**src/rtl/glb_bank_arbiter.sv**
```systemverilog
// Shares one GLB bank SRAM port among NUM_REQ valid/ready requesters and
// routes each read response back to its issuer after the fixed bank latency.
`timescale 1ns/1ps
module glb_bank_arbiter #(
  parameter int unsigned NUM_REQ      = 4,
  parameter int unsigned ADDR_W       = 17,
  parameter int unsigned DATA_W       = 64,
  parameter int unsigned RD_LATENCY   = 3,
  parameter int unsigned STARVE_LIMIT = 15
) (
  input  logic                         clk,
  input  logic                         reset_n,
  input  logic [NUM_REQ-1:0]           req_valid,
  output logic [NUM_REQ-1:0]           req_ready,
  input  logic [NUM_REQ-1:0]           req_wr,
  input  logic [NUM_REQ*ADDR_W-1:0]    req_addr,
  input  logic [NUM_REQ*DATA_W-1:0]    req_data,
  input  logic [NUM_REQ*DATA_W-1:0]    req_bit_sel,
  output logic [NUM_REQ-1:0]           rsp_valid,
  output logic [DATA_W-1:0]            rsp_data,
  output logic                         bank_wr_en,
  output logic                         bank_rd_en,
  output logic [ADDR_W-1:0]            bank_addr,
  output logic [DATA_W-1:0]            bank_data_in,
  output logic [DATA_W-1:0]            bank_bit_sel,
  input  logic [DATA_W-1:0]            bank_data_out,
  output logic [$clog2(NUM_REQ)-1:0]   grant_id
);

  localparam int unsigned ID_W  = $clog2(NUM_REQ);
  localparam int unsigned CNT_W = $clog2(STARVE_LIMIT + 1);

  logic [ADDR_W-1:0] addr_arr [NUM_REQ];
  logic [DATA_W-1:0] data_arr [NUM_REQ];
  logic [DATA_W-1:0] sel_arr  [NUM_REQ];

  logic [ID_W-1:0]   rr_ptr;
  logic [CNT_W-1:0]  wait_cnt [NUM_REQ];

  logic              grant_vld;
  logic [ID_W-1:0]   grant_idx;
  logic              starve_hit;
  logic [ID_W-1:0]   starve_idx;
  logic              rr_hit;
  logic [ID_W-1:0]   rr_sel;
  logic [ID_W-1:0]   rr_pos;
  int unsigned       rr_idx;

  logic [RD_LATENCY-1:0] pipe_vld;
  logic [ID_W-1:0]       pipe_id [RD_LATENCY];
  logic [DATA_W-1:0]     rsp_data_q;

  // Unpack the flat request buses into per-requester slices
  for (genvar g = 0; g < NUM_REQ; g++) begin : g_unpack
    assign addr_arr[g] = req_addr[g*ADDR_W +: ADDR_W];
    assign data_arr[g] = req_data[g*DATA_W +: DATA_W];
    assign sel_arr[g]  = req_bit_sel[g*DATA_W +: DATA_W];
  end

  // Grant selection: starvation guard, then host, then round-robin
  always_comb begin
    starve_hit = 1'b0;
    starve_idx = '0;
    rr_hit     = 1'b0;
    rr_sel     = '0;
    rr_pos     = '0;
    rr_idx     = 0;
    grant_vld  = 1'b0;
    grant_idx  = '0;

    // Descending scan so the lowest starving index wins
    for (int i = NUM_REQ - 1; i >= 0; i--) begin
      if (req_valid[i] && (wait_cnt[i] == CNT_W'(STARVE_LIMIT))) begin
        starve_hit = 1'b1;
        starve_idx = ID_W'(i);
      end
    end

    // Descending offset so the first valid after rr_ptr wins
    for (int unsigned k = NUM_REQ; k >= 1; k--) begin
      rr_idx = 32'(rr_ptr) + k;
      if (rr_idx >= NUM_REQ) begin
        rr_idx = rr_idx - NUM_REQ;
      end
      rr_pos = ID_W'(rr_idx);
      if (req_valid[rr_pos]) begin
        rr_hit = 1'b1;
        rr_sel = rr_pos;
      end
    end

    if (reset_n) begin
      if (starve_hit) begin
        grant_vld = 1'b1;
        grant_idx = starve_idx;
      end else if (req_valid[0]) begin
        grant_vld = 1'b1;
        grant_idx = '0;
      end else if (rr_hit) begin
        grant_vld = 1'b1;
        grant_idx = rr_sel;
      end
    end
  end

  // Bank port and ready mirror the granted request
  always_comb begin
    req_ready    = '0;
    grant_id     = '0;
    bank_wr_en   = 1'b0;
    bank_rd_en   = 1'b0;
    bank_addr    = '0;
    bank_data_in = '0;
    bank_bit_sel = '0;
    if (grant_vld) begin
      req_ready[grant_idx] = 1'b1;
      grant_id             = grant_idx;
      bank_wr_en           = req_wr[grant_idx];
      bank_rd_en           = !req_wr[grant_idx];
      bank_addr            = addr_arr[grant_idx];
      if (req_wr[grant_idx]) begin
        bank_data_in = data_arr[grant_idx];
        bank_bit_sel = sel_arr[grant_idx];
      end
    end
  end

  // Response steering from the last read-pipe stage
  always_comb begin
    rsp_valid = '0;
    rsp_data  = rsp_data_q;
    if (pipe_vld[RD_LATENCY-1]) begin
      rsp_valid[pipe_id[RD_LATENCY-1]] = 1'b1;
      rsp_data                         = bank_data_out;
    end
  end

  // Round-robin pointer and per-requester starvation counters
  always_ff @(posedge clk or negedge reset_n) begin
    if (!reset_n) begin
      rr_ptr <= ID_W'(NUM_REQ - 1);
      for (int i = 0; i < NUM_REQ; i++) begin
        wait_cnt[i] <= '0;
      end
    end else begin
      if (grant_vld) begin
        rr_ptr <= grant_idx;
      end
      for (int i = 0; i < NUM_REQ; i++) begin
        if (!req_valid[i] || req_ready[i]) begin
          wait_cnt[i] <= '0;
        end else if (wait_cnt[i] != CNT_W'(STARVE_LIMIT)) begin
          wait_cnt[i] <= wait_cnt[i] + CNT_W'(1);
        end
      end
    end
  end

  // Read-return pipe carrying {vld,id}; reset drops in-flight reads
  always_ff @(posedge clk or negedge reset_n) begin
    if (!reset_n) begin
      pipe_vld   <= '0;
      rsp_data_q <= '0;
      for (int s = 0; s < RD_LATENCY; s++) begin
        pipe_id[s] <= '0;
      end
    end else begin
      pipe_vld[0] <= grant_vld && !req_wr[grant_idx];
      pipe_id[0]  <= grant_idx;
      for (int s = 1; s < RD_LATENCY; s++) begin
        pipe_vld[s] <= pipe_vld[s-1];
        pipe_id[s]  <= pipe_id[s-1];
      end
      if (pipe_vld[RD_LATENCY-1]) begin
        rsp_data_q <= bank_data_out;
      end
    end
  end

endmodule

```
**config.mk**
```make
export PLATFORM = sky130hd
export DESIGN_NAME = glb_bank_arbiter
export DESIGN_NICKNAME = d
export VERILOG_FILES = /design/src/rtl/glb_bank_arbiter.sv
export SDC_FILE = /design/constraint.sdc
export NUM_CORES = 1
export LEC_CHECK = 0
export ABC_AREA = 1
export BUFFER_PORTS_ARGS = -buffer_cell sky130_fd_sc_hd__buf_4
export CAP_MARGIN = 20
export CORE_AREA = 2 2 339 341
export DETAILED_ROUTE_END_ITERATION = 12
export DIE_AREA = 0 0 341 343
export MAX_ROUTING_LAYER = met4
export PLACE_DENSITY = 0.35
export SYNTH_ARGS = -nofsm -noshare
export SYNTH_HDL_FRONTEND = slang
export SYNTH_SLANG_ARGS = --single-unit
```
**constraint.sdc**
```tcl
create_clock -name clk -period 2.41 [get_ports clk]
set_input_delay 0.482 -clock clk [delete_from_list [all_inputs] [get_ports clk]]
set_output_delay 0.482 -clock clk [all_outputs]
set_load 0.05 [all_outputs]
```
# Word level (Yosys, flattened, before mapping)
# Index checks and enable logic that the tools add are counted.
# totals
latchBits,0
rom_bits,0
out_inout_bits,221
ramBits,0
mem_count,0
in_bits,654
register_bits,91
# classes
n_eq_ne,8
n_mux,70
n_reduce_logical,20
n_addsub,12
mul,0
bitwise,1
div,0
shift,0
magnitude_cmp,13
# ops
cell,n
$mux 64,9
$bmux 64 s2,2
$mux 17,3
$mux 4,10
$bmux 17 s2,1
$mux 2,17
$mux 1,21
$lt 2x3->1 const B,6
$add 4x1->4 const B,4
$eq 4x4->1 const B,4
$ne 4x4->1 const B,4
$ge 3x3->1 const B,4
$bmux 1 s2,5
$reduce_bool 2->1,4
$sub 2x1->2 const B,4
$logic_and 1x1->1,7
$add 2x2->3 const B,2
$logic_not 1->1,5
$add 2x3->4 const B,1
$demux 1 s2,2
$ge 2x1->1 const B,2
$ge 4x3->1 const B,1
$logic_or 1x1->1,4
$add 2x1->3 const B,1
$not 2->3,1

# Depth between registers and ports, before layout
# Gate-level depths: netlist of the first run.
# logic_depth
depth_word,20
ltp_mapped,22

# Worst setup path before layout of the first run
# OpenSTA, ideal clock, no wires.
# synth_timing
kind,register to output
startpoint,register wait_cnt[4] (netlist name)
endpoint,output bank_addr[10]
required_ns,1.928
path_stages_with_launch,17
arrival_ns,2.794
path_slack_ns,-0.866
path_cell_list,dfrtp_1 -> ha_1 -> nand2_1 -> nor2_1 -> inv_1 -> nor2_1 -> nor3_1 -> nand2_1 -> nand2_2 -> inv_2 -> nor2_2 -> buf_2 -> buf_4 -> nand2_1 -> nand2_1 -> nor2_1 -> nor2_1
# synth_via
elab_chain_cells,12
# synth_lines
element,line,rtl
start: declaration,38,logic [CNT_W-1:0] wait_cnt [NUM_REQ];
start signal: indexed assignment,153,wait_cnt[i] <= wait_cnt[i] + CNT_W'(1);
$eq 4x4->1 *,73,if (req_valid[i] && (wait_cnt[i] == CNT_W'(STARVE_LIMIT))) begin
$logic_and 1x1->1 *,73,
$mux 2 / $mux 1 (equally long branches) (3 in a row),73,
$mux 2,93,if (starve_hit) begin
$mux 2,92,if (reset_n) begin
$not 2->3 (implied by the code),120,bank_addr = addr_arr[grant_idx];
$bmux 17 s2,120,
$mux 17 (implied by the code) (2 in a row),120,
$mux 17 *,115,if (grant_vld) begin
end: declaration,23,"output logic [ADDR_W-1:0] bank_addr,"
# Every way passes the cells marked *; elsewhere a longest branch is shown, timed or not. The select of a mux whose other input is x is not followed.

# Worst setup path in the final report of the first run
# layout_timing
startpoint,register rr_ptr[0]
endpoint,output bank_addr[7]
# layout_via
elab_chain_cells,18
# layout_lines
element,line,rtl
start: declaration,37,logic [ID_W-1:0] rr_ptr;
start signal: assignment,141,rr_ptr <= ID_W'(NUM_REQ - 1);
start signal: assignment,147,rr_ptr <= grant_idx;
$add 2x3->4,81,rr_idx = 32'(rr_ptr) + k;
$ge 4x3->1 / $sub 2x1->2 (equally long branches),"82, 83",
$mux 2,82,if (rr_idx >= NUM_REQ) begin
$bmux 1 s2,86,if (req_valid[rr_pos]) begin
$mux 1 (implied by the code),86,
$mux 2 / $mux 1 (equally long branches) (4 in a row),86,
$mux 2,99,end else if (rr_hit) begin
$mux 2,96,end else if (req_valid[0]) begin
$mux 2,93,
$mux 2,92,
$not 2->3 (implied by the code),120,
$bmux 17 s2,120,
$mux 17 (implied by the code) (2 in a row),120,
$mux 17 *,115,
# Marked as above.

==> run_results.csv, run 1 <==
group,metric,value,unit
grt,use_met1,16.3,%
sta,slew_violations,0,
grt,top_usage_layer,"met2",
worst_setup_path,cp-start-kind,"flip-flop",
yosys,syn_area,0.00952,sq mm
sta,rsz0062_at_grt,"true",
finish,num-nets-final,3416,
yosys,synth-seq-cells,91,
yosys,synthesis.nets,2399,
grt,antenna_found_initial,29,
route,drt_wl_total,98700,um
clock_network,cts_buffer_depth,2,
die,core-area,0.113,sq mm
sta,relSlewSlack,41.4,%
pwr,ir_worst_vdd,0.646,mV
route,drcViolationCount,0,
worst_setup_path,crit_fanout,8,
route,ant_nets,0,
worst_setup_path,critPathCaptureType,"output port",
status,status,"finished, violations left",
placement,placed_cell_area,0.0193,sq mm
die,initial_core_util,8.39,%
sta,setup_viol,166,
clock_network,htreeDepth,3,
grt,grt_pass1_wl,122000,um
yosys,yosys_warnings,0,
status,violations,"setup timing",
sta,finalClockSkew,0.0113,ns
die,top_level_ports,875,
clock_network,clkSinkCount,91,
worst_setup_path,crit_cells,23,
sta,tns,-175.79,ns
route,first_iter_violations,631,
worst_setup_path,worst-endpoint-required,1.93,ns
route,drtPass1Iterations,5,
sta,fmax,275,MHz
yosys,synth_cell_types,26,
finish,fill_cells,12922,
clock_network,clkTransAtPathRegs,0.08,ns
pwr,p_leak,0.0119,uW
route,vias,15537,
worst_setup_path,worstPathCellList,"clkinv_4 > nand2_4 > nand2_4 > nand2_4 > buf_4 > nand2_2 > inv_2 > nand2_1 > nand2_1 > nand3_2 > nand2_4 > nand2_8 > nor2_4 > buf_6 > buf_12 > buf_12 > buf_6 > buf_6 > nand2_1 > nand2_1 > nor2_2 > nor2_2 > buf_6",
finish,syn_to_final_growth,152,%
clock_network,cts_tree,"yes",
clock_network,cts_made_buffers,9,
placement,portBuffers,874,
min_path,hold_path.class,"primary input to asynchronous set/reset pin",
clock_network,worstSkewPairLatency,0.37,ns
grt,grt_overflow,0,
worst_setup_path,cp.arrival,3.15,ns
placement,place_inst,4159,
die,fp.dieW,341,um
yosys,postSynthCellCount,1741,
sta,post-route-period-util,151,%
grt,grt_start_max_net_pins,65,
finish,fin_cells,4282,
finish,drive_above_1_share,57.9,%
route,wl_per_cell,23.0,um
sta,setup_slack,-1.22,ns
yosys,yosysSeqAreaShare,23.9,%
grt,met2_usage,28.0,%
pwr,power.density,972,mW/mm^2
clock_network,cts-root-buf,"clkbuf_16",
placement,gp_congestion,0.908,
die,rows,124,
die,die_height,343,um
worst_setup_path,rr_worst_depth,21,
grt,grt_pass1_vias,15467,
sta,tightest_slew,0.879,ns
sta,finalHoldViolations,0,
placement,dp_hpwl,74100,um
worst_setup_path,crit_family,"simple AND/OR/NAND/NOR gates",
finish,final_cell_area,0.0240,sq mm
route,vias_per_cell,3.63,
worst_setup_path,crit_buf_inv,9,
yosys,avgSynthCellArea,5.47,sq um
run,drv_cap,0,
sta,fin_crit,3.63,ns
worst_setup_path,crit_type,"flip-flop to output port",
worst_setup_path,startpoint,"rr_ptr[0]$_DFFE_PN1P_",
worst_setup_path,worstReg2RegStart,"rr_ptr[0]$_DFFE_PN1P_",
die,die_area,0.117,sq mm
grt,grt_use_total,15.2,%
grt,met3_usage,3.58,%
worst_setup_path,critPathMaxStageDelay,0.62,ns
worst_setup_path,worst_path_max_delay_cell,"dfstp_2",
-- routing by layer --
layer  routed length [um]  part of all wire, %  up-vias
li1                     -                    -     7516
met1                38000                   39     7291
met2                52500                   53      637
met3                 6120                  6.2       93
met4                 2060                  2.1        0
met5                    0                    0        -
-- metrics by stage --
stage	setup WS [ns]	util (%)	hold WS, ns	power, uW
CTS	-1.20	18.9	0.162	21300
global placement	-0.962	17.1	0.332	17900
floorplan	-0.501	-	0.186	11700
global route	-1.41	21.1	0.190	24700
finish	-1.22	21.2	0.163	23300
detailed placement	-0.935	17.1	0.335	17800
-- final cells by class --
type                       count  area, sq um  share of cell area (%)
antenna                        7         17.5                  0.0730
clock buffer                   9          225                   0.939
clock inverter                 7          100                   0.417
inverter                      31          141                   0.589
multi-input combinational   1491         8060                    33.6
sequential                    91         2280                    9.51
tap                         1512         1890                    7.89
timing repair buffer        1134        11300                    47.0
-- power by group --
group | total [uW] | internal [uW] | switching, uW
combinational | 19400 | 7300 | 12100
sequential | 2330 | 2150 | 186
clock | 1620 | 917 | 698
total | 23300 | 10400 | 13000
-- worst register-to-register path: cells and delay by family (launching register included) --
family / cells / cell delay, ns
AOI/OAI and AO/OA: 1 / 0.09
DFF: 1 / 0.62
and+or+nand+nor: 12 / 0.96
buffers and inverters: 8 / 0.95
-- cell usage in the layout (no fill, tap or decap), types with 12 or more instances in the layout --
| master | n |
|---|---|
| nor2_2 | 115 |
| nor2_1 | 75 |
| buf_8 | 62 |
| buf_4 | 838 |
| buf_16 | 31 |
| nand3_2 | 15 |
| nor2_4 | 122 |
| inv_2 | 12 |
| nand2_2 | 127 |
| nand3_1 | 290 |
| nand2_1 | 667 |
| buf_12 | 54 |
| inv_1 | 15 |
| clkbuf_16 | 39 |
| buf_6 | 118 |
| nand2_4 | 36 |
| dfrtp_1 | 88 |
-- synth_stat cells --
master    instances  area [sq um]
o21ai_0           5          25.0
o21ai_1           2          10.0
inv_2             9          33.8
nor2_2          101           632
buf_6             2          22.5
a21oi_1          10          50.1
nor3_1            9          45.0
a221oi_2          1          15.0
inv_4             1          6.26
buf_2            58           290
nand2_1         830          3120
nand2_2           4          25.0
inv_1            21          78.8
nor2_1          211           792
dfrtp_1          89          2230
nand3b_1          1          7.51
buf_4            20           150
xor2_1            4          35.0
dfstp_2           2          52.6
o22ai_1           1          6.26
buf_8            11           165
clkbuf_1         26          97.6
or2_2             3          18.8
buf_1            11          41.3
ha_1              4          50.1
nand3_1         305          1530
-- what timing repair did --
action                                  CTS  global route
hold buffers                              0             0
gates cloned                             15            34
resized for setup                       285           430
setup buffers                            22            35
pin swaps                                30           100
endpoints found under the setup margin  164           203
-- cell families (layout without fill, tap and decap cells) --
kind of cell / after synthesis / count (layout) / share of synthesized area (%)
buffers and inverters: 159 / 1181 / 9.31
flip-flops: 91 / 91 / 23.9
AND/OR/NAND/NOR: 1464 / 1464 / 64.7
AO/OA/AOI/OAI: 19 / 19 / 1.12
XOR/XNOR: 4 / 4 / 0.368
adder cells (fa/ha/maj): 4 / 4 / 0.526
other: 0 / 7 / 0
-- final timing paths --
check | end | slack [ns]
worst max-delay path | bank_addr[7] | -1.22
worst min-delay path | rsp_data_q[62]$_DFF_PN0_ | 0.16
worst max register to register | wait_cnt[11]$_DFFE_PN0P_ | -0.32
worst min register to register | pipe_id[3]$_DFF_PN0_ | 0.35
max in group asynchronous | pipe_vld[2]$_DFF_PN0_ | 0.95
min in group clk | rsp_data_q[33]$_DFF_PN0_ | 0.33
-- sequential cells by signal (all words and copies together), names as in the netlist --
register,count
rsp_data_q,64
wait_cnt,16
pipe_id,6
pipe_vld,3
rr_ptr,2
Note: power is estimated with default switching activity, not from simulation.
==> run 2, diff against run 1 <==
--- a/config.mk
+++ b/config.mk
@@ -16,3 +16,4 @@
 export SYNTH_ARGS = -nofsm -noshare
 export SYNTH_HDL_FRONTEND = slang
 export SYNTH_SLANG_ARGS = --single-unit
+export TNS_END_PERCENT = 1
==> run_results.csv, run 2 (same netlist as run 1, synthesis figures left out) <==
group,metric,value,unit
sta,setup_viol,160,
clock_network,worstSkewPairLatency,0.38,ns
die,fp.dieW,341,um
die,rows,124,
pwr,swShare,56.7,%
finish,final_cell_area,0.0215,sq mm
pwr,seqPwrFrac,11.4,%
grt,grt_overflow,0,
clock_network,cts-root-buf,"clkbuf_16",
route,first_iter_violations,596,
finish,reg_top3,"rsp_data_q (64), wait_cnt (16), pipe_id (6)",
finish,largest_reg_flops,64,
finish,drive_above_1_share,50.7,%
finish,top_register,"rsp_data_q",
finish,utilization,19.0,%
grt,top_usage_layer,"met2",
finish,final_cell_mix,"buf_4 (855), nand2_1 (765), nand3_1 (301)",
worst_setup_path,cp.arrival,3.09,ns
worst_setup_path,cp-start-kind,"flip-flop",
clock_network,clkTransAtPathRegs,0.08,ns
worst_setup_path,worstReg2RegStart,"rr_ptr[0]$_DFFE_PN1P_",
sta,tns,-158.97,ns
die,core-area,0.113,sq mm
clock_network,htreeDepth,3,
sta,tightest_slew,0.953,ns
min_path,hold_path.class,"primary input to asynchronous set/reset pin",
sta,rsz0062_at_grt,"true",
sta,relSlewSlack,36.4,%
sta,finalClockSkew,0.0136,ns
worst_setup_path,crit_fanout,22,
pwr,p_leak,0.0111,uW
grt,grt_start_max_net_pins,69,
pwr,ir_worst_vdd,0.438,mV
status,violations,"setup timing",
grt,grt_use_total,14.8,%
route,drt_wl_total,88100,um
sta,setup_slack,-1.16,ns
route,vias,14922,
clock_network,cts_made_buffers,9,
grt,met2_usage,26.4,%
sta,finalHoldViolations,0,
placement,placed_cell_area,0.0193,sq mm
status,status,"finished, violations left",
grt,antenna_found_initial,28,
pwr,power.switching,11600,uW
clock_network,cts_hold_buf,0,
die,top_level_ports,875,
pwr,clkPwrFrac,7.5,%
pwr,cell_internal_pwr,8880,uW
finish,num-nets-final,3375,
sta,post-route-period-util,148,%
route,drtPass1Iterations,5,
sta,fmax,280,MHz
worst_setup_path,worst-endpoint-required,1.93,ns
grt,grt_pass1_wl,120000,um
die,die_area,0.117,sq mm
grt,grt_pass1_vias,15454,
placement,gp_congestion,0.867,
run,drv_cap,0,
sta,fin_crit,3.57,ns
grt,met3_usage,3.10,%
route,ant_nets,0,
finish,final_common_cell,"buf_4",
die,die_height,343,um
route,vias_per_cell,3.52,
route,drcViolationCount,0,
worst_setup_path,crit_type,"flip-flop to output port",
pwr,power,20500,uW
grt,use_met1,17.1,%
worst_setup_path,startpoint,"rr_ptr[0]$_DFFE_PN1P_",
placement,dp_hpwl,72700,um
clock_network,cts_buffer_depth,2,
pwr,power.density,953,mW/mm^2
finish,syn_to_final_growth,126,%
route,wl_per_cell,20.8,um
sta,slew_violations,0,
placement,portBuffers,874,
pwr,p_comb_share,81.1,%
die,initial_core_util,8.39,%
clock_network,clkSinkCount,91,
worst_setup_path,critPathCaptureType,"output port",
clock_network,cts_tree,"yes",
[run 2: cell types whose count changed in the layout (fill, tap and decap cells not counted), sizes merged]
cell      change
clkbuf       -29
buf          -10
clkinvlp      -3
inv           +3
diode         +2
bufbuf        -1
bufinv        -1
[run 2: per-layer routing]
layer / vias up / share of wire [%]
met5: - / 0
met4: 0 / 1.5
met3: 65 / 6.1
met2: 572 / 52
met1: 6867 / 41
li1: 7418 / -
[run 2: area by class of cell]
type	instances	area [sq um]
clock buffer	10	239
inverter	31	124
fill	13158	91900
sequential	91	2280
tap	1512	1890
clock inverter	6	63.8
multi-input combinational	1491	7080
antenna	9	22.5
timing repair buffer	1093	9820
[run 2: worst max-delay path: stages, from the launching register on]
cell and delay, ns:
dfstp_2 0.63, inv_4 0.08, nand2_1 0.07, nand2_2 0.07, nand2_2 0.09, buf_4 0.10, buf_4 0.09, nand3_2 0.09
nand2_4 0.09, nand2_8 0.08, buf_12 0.13, nor2_4 0.16, buf_12 0.23, nand2_1 0.16, nand2_1 0.10, nor2_1 0.06
buf_4 0.15, nor2_4 0.10, buf_6 0.16
[run 2: worst paths after layout]
path | end | slack [ns] | cells after the start
max in group asynchronous | pipe_vld[2]$_DFF_PN0_ | 0.86 | 3
max | bank_data_in[7] | -1.16 | 18
min | rsp_data_q[8]$_DFF_PN0_ | 0.19 | 2
min reg2reg | pipe_id[3]$_DFF_PN0_ | 0.35 | 0
min in group clk | rsp_data_q[18]$_DFF_PN0_ | 0.33 | 3
max reg2reg | wait_cnt[15]$_DFFE_PN0P_ | -0.06 | 17
[run 2: power groups by stage]
stage	registers (uW)	logic (uW)	clock network [uW]
2_1_floorplan	2330	9060	0
3_3_place_gp	2350	15400	0
3_5_place_dp	2360	15300	0
4_1_cts	2330	16800	1630
5_1_grt	2400	17800	1670
6_report	2330	16600	1540
[run 2: metrics by stage]
step | setup WS [ns] | instances | hold slack [ns]
floorplan | -0.527 | 1741 | 0.186
global placement | -1.16 | 4184 | 0.333
detailed placement | -1.12 | 4184 | 0.335
CTS | -1.18 | 4233 | 0.176
global route | -1.34 | 4243 | 0.191
finish | -1.16 | 4243 | 0.191
[run 2: what timing repair did]
item / CTS / global route
gates resized for setup: 329 / 47
gates cloned: 11 / 0
hold endpoints to repair: 0 / 0
setup endpoints to repair: 168 / 170
setup buffers: 22 / 3
pin swaps: 86 / 19
